<file path="src/rtl/iq_split.sv">
// iq_split: pairs serial bits into I/Q symbols held 2*SAMPLE cycles; IQ_SPLIT_UNDERRUN_CNT_EN adds underrun_cnt
module iq_split #(
    parameter int SAMPLE = 100
) (
    input  logic        clk,
    input  logic        rst,
    input  logic        ser_i,
    input  logic        ser_valid,
    output logic        ser_ready,
    output logic        i_o,
    output logic        q_o,
    output logic        sym_start,
    output logic        sym_active
`ifdef IQ_SPLIT_UNDERRUN_CNT_EN
    ,
    output logic [15:0] underrun_cnt
`endif
);
    localparam logic [8:0] last_cnt = 9'(2 * SAMPLE - 1);
    typedef enum logic {IDLE, RUN} state_t;
    state_t     st;
    logic       half, pend, push, wp, rp, xfer, pop;
    logic [1:0] push_d, cnt, cnt_nxt;
    logic [1:0] mem [2];
    logic [8:0] sc;
    assign xfer    = ser_valid && ser_ready;
    assign pop     = cnt != 2'd0 && (st == IDLE || sc == last_cnt);
    assign cnt_nxt = cnt + {1'b0, push} - {1'b0, pop};
    always_ff @(posedge clk) begin
        if (rst) begin
            st         <= IDLE;
            half       <= 1'b0;
            pend       <= 1'b0;
            push       <= 1'b0;
            push_d     <= 2'b00;
            wp         <= 1'b0;
            rp         <= 1'b0;
            cnt        <= 2'd0;
            sc         <= 9'd0;
            ser_ready  <= 1'b0;
            i_o        <= 1'b0;
            q_o        <= 1'b0;
            sym_start  <= 1'b0;
            sym_active <= 1'b0;
`ifdef IQ_SPLIT_UNDERRUN_CNT_EN
            underrun_cnt <= 16'd0;
`endif
        end else begin
            // the completed pair enters the FIFO one cycle after its second bit
            push <= xfer && pend;
            if (xfer && pend) push_d <= {half, ser_i};
            if (xfer) begin
                half <= ser_i;
                pend <= !pend;
            end
            if (push) begin
                mem[wp] <= push_d;
                wp      <= !wp;
            end
            if (pop) rp <= !rp;
            cnt       <= cnt_nxt;
            ser_ready <= cnt_nxt < 2'd2;
            sym_start <= pop;
            if (pop) begin
                {i_o, q_o} <= mem[rp];
                sc         <= 9'd0;
                st         <= RUN;
                sym_active <= 1'b1;
            end else if (st == RUN) begin
                if (sc == last_cnt) begin
                    st         <= IDLE;
                    {i_o, q_o} <= 2'b00;
                    sym_active <= 1'b0;
                    sc         <= 9'd0;
`ifdef IQ_SPLIT_UNDERRUN_CNT_EN
                    if (underrun_cnt != 16'hFFFF) underrun_cnt <= underrun_cnt + 16'd1;
`endif
                end else begin
                    sc <= sc + 9'd1;
                end
            end
        end
    end
endmodule

</file>
<file path="config.mk">
export PLATFORM = sky130hd
export DESIGN_NAME = iq_split
export DESIGN_NICKNAME = d
export VERILOG_FILES = /design/src/rtl/iq_split.sv
export SDC_FILE = /design/constraint.sdc
export NUM_CORES = 1
export LEC_CHECK = 0
export BUFFER_PORTS_ARGS = -buffer_cell sky130_fd_sc_hd__buf_4
export CORE_MARGIN = 4
export CORE_UTILIZATION = 35
export DETAILED_ROUTE_END_ITERATION = 16
export GPL_ROUTABILITY_DRIVEN = 0
export MAX_ROUTING_LAYER = met4
export SLEW_MARGIN = 20
export SYNTH_ARGS = -nofsm -noshare
export SYNTH_HDL_FRONTEND = slang
export SYNTH_SLANG_ARGS = --single-unit
</file>
<file path="constraint.sdc">
create_clock -name clk -period 3.3 [get_ports clk]
set_input_delay 0.165 -clock clk [delete_from_list [all_inputs] [get_ports clk]]
set_output_delay 0.165 -clock clk [all_outputs]
set_load 0.1 [all_outputs]
</file>
==> metrics.cfg <==
[status]
status = finished, final reports clean

[clocking]
cts.htree.levels = 2
cts_root_buf = clkbuf_8
clock_sinks = 29
cts_setup_buffers = 0
insertion_delay_ps = 270
cts_tree = built
cts-buffers-inserted = 5
clock_path_buffers = 2
cts.repair.resized = 0
cts.clk_slew.worst_paths_ps = 60
cts_hold_buf = 0

[sta]
rsz0062_at_grt = false
min_period_ps = 2230
fin_setup_tns_ps = 0
relSlewSlack = 0.572
clock_skew_ps = 3.29
clock.fmax_mhz = 448
max_slew.worst_pin.slew_ps = 642
holdWs_ps = 162
setup_violations = 0
hold_violations = 0
slew_violations = 0
fin_crit_sh = 0.676

[global_route]
grt.total_usage = 0.113
use_met1 = 0.138
grt_pass1_wl_um = 4290
grt_max_degree = 23
antenna_found_initial = 0
grt_pass1_vias = 957
grt-ovfl-total = 0
gr-max-usage-layer = met2
use_met3 = 0.0247
grtUsageMet2 = 0.172

[detailed_routing]
wl_um = 2470
vias_per_cell = 5.34
drtAntennaViolNets = 0
wire_per_inst_um = 13.1
drt_pass1_iterations = 4
vias = 1004
drt_iter0_markers = 51
drc_errors = 0

[die]
start_util = 0.376
num_rows = 21
ioPinCount = 9
die_x_um = 69.0
die_y_um = 69.0
core_area_um2 = 3470
dieArea_um2 = 4770

[finish]
design_area_um2 = 1520
insertedDiodeCount = 0
area_delta_synth_final_pct = 16.8
final_cells = 188
nets = 148
mostFrequentLayoutCells = 25 x dfxtp_1, 13 x nor2_1, 11 x a21oi_1, 8 x buf_4
final_common_cell = dfxtp_1
drive_above_1_share = 0.162

[placement]
port_buffers = 8
dp_hpwl_um = 1750
dp.cells = 180
place_area_um2 = 1390

[worst_setup_path]
crit_end = ser_ready
worstReg2RegStart = sc[3]
cp.buffers_inverters = 1
path_max_fanout = 7
required_ps = 3470
slowest_stage = nor4_2
crit_arrival_ps = 2400
r2r_setup_slack_ps = 1070
startpoint = sc[3]
critical_path.max_stage_delay_ps = 540
crit_family = simple AND/OR/NAND/NOR gates
rr_worst_depth = 9
crit_top_cell = ha_1
critPathKind = reg -> reg
cp.depth = 9
cp-end-kind = flip-flop
reg2reg_to = ser_ready
path_cells = nor4_2 -> nand2_1 -> a21oi_1 -> ha_1 -> inv_1 -> ha_1 -> xor2_1 -> xnor2_1 -> and2_1
cp-start-kind = flip-flop

[logic_synthesis]
synthArstFlopShare = 0
synth.distinct_cells = 39
synth_seq_cells = 29
yosys_warnings = 0
ys_seq_area_frac = 0.476
synth_ff_type = dfxtp_1
synth_fp_nets = 141
netlist.area_leader.share = 0.384
syn_inst = 134
syn-mean-instance-area_um2 = 9.73
synth_area_leader_cell = dfxtp_1
synth_enable_flop_cells = 4
synth_area_um2 = 1300
synth_area_leaders = dfxtp_1 38%, edfxtp_1 9.2%, a21oi_1 4.2%, nor2_1 3.7%, nand4_1 3.4%

[worst_hold_path]
min_path_type = in -> reg

[pwr]
irDropWorstVdd_mv = 0.301
power_density_nw_per_um2 = 914
p_leak_nw = 0.563

[job]
max_cap_viol_count = 0

[layer usage]
| metal | vias up | share of wire | wire, um |
|---|---|---|---|
| li1 | 508 | - | - |
| met3 | 4 | 0.026 | 64 |
| met1 | 480 | 0.48 | 1200 |
| met2 | 12 | 0.47 | 1170 |
| met4 | 0 | 0.017 | 42 |
| met5 | - | 0 | 0 |
[registers in the layout, summed over array words and instances (netlist names), 2 cells and up, named ones only]
signal and count:
sc 9, push_d 2, cnt 2, mem 4
[power breakdown]
group | total, mW | leakage (nW) | internal [mW] | switching [mW]
clock | 0.430 | 0.0681 | 0.300 | 0.130
sequential | 0.509 | 0.236 | 0.424 | 0.0857
combinational | 0.452 | 0.259 | 0.146 | 0.307
total | 1.39 | 0.563 | 0.869 | 0.522
[worst min path at each step]
stage	endpoint	slack [ps]	startpoint	cells after the start
final	push_d[0]	160	ser_i	3
after CTS	half	150	ser_i	3
after detailed placement	push_d[0]	440	ser_i	3
after global placement	push_d[0]	410	ser_i	3
after floorplan	push_d[0]	310	ser_i	2
after global routing	half	170	ser_i	3
[Yosys cell counts, types with 4 or more instances]
cell type	number
edfxtp_1	4
nor2_1	13
nand4_1	7
dfxtp_1	25
xor2_1	5
nand2_1	7
a21oi_1	11
nand3_1	4
[final cells by class]
type / count / area, um^2
fill: 361 / 1950
timing repair buffer: 8 / 60.1
tap: 46 / 57.6
sequential: 29 / 621
inverter: 3 / 11.3
clock inverter: 3 / 65.1
multi-input combinational: 94 / 639
clock buffer: 5 / 68.8
[tightest hold or removal path, stage by stage]
cell and delay (ps):
buf_4 80, mux2i_1 50, nor2_1 90
[cells by family (layout without fill, tap and decap cells)]
family / count (synthesis) / after routing / synth area share
AND/OR/NAND/NOR: 52 / 52 / 0.231
flip-flops: 29 / 29 / 0.476
AO/OA/AOI/OAI: 28 / 28 / 0.151
buffers and inverters: 11 / 19 / 0.0336
XOR/XNOR: 7 / 7 / 0.0470
multiplexers: 4 / 4 / 0.0326
adder cells (fa/ha/maj): 3 / 3 / 0.0288
[per-stage QoR]
stage | power (mW) | setup slack (ps) | utilization
6_report | 1.39 | 1070 | 0.439
5_1_grt | 1.47 | 826 | 0.439
4_1_cts | 1.41 | 1050 | 0.439
3_5_place_dp | 0.968 | 1060 | 0.400
3_3_place_gp | 0.957 | 1150 | 0.400
2_1_floorplan | 0.880 | 1160 | -
Power figures use the tool's default switching activity.
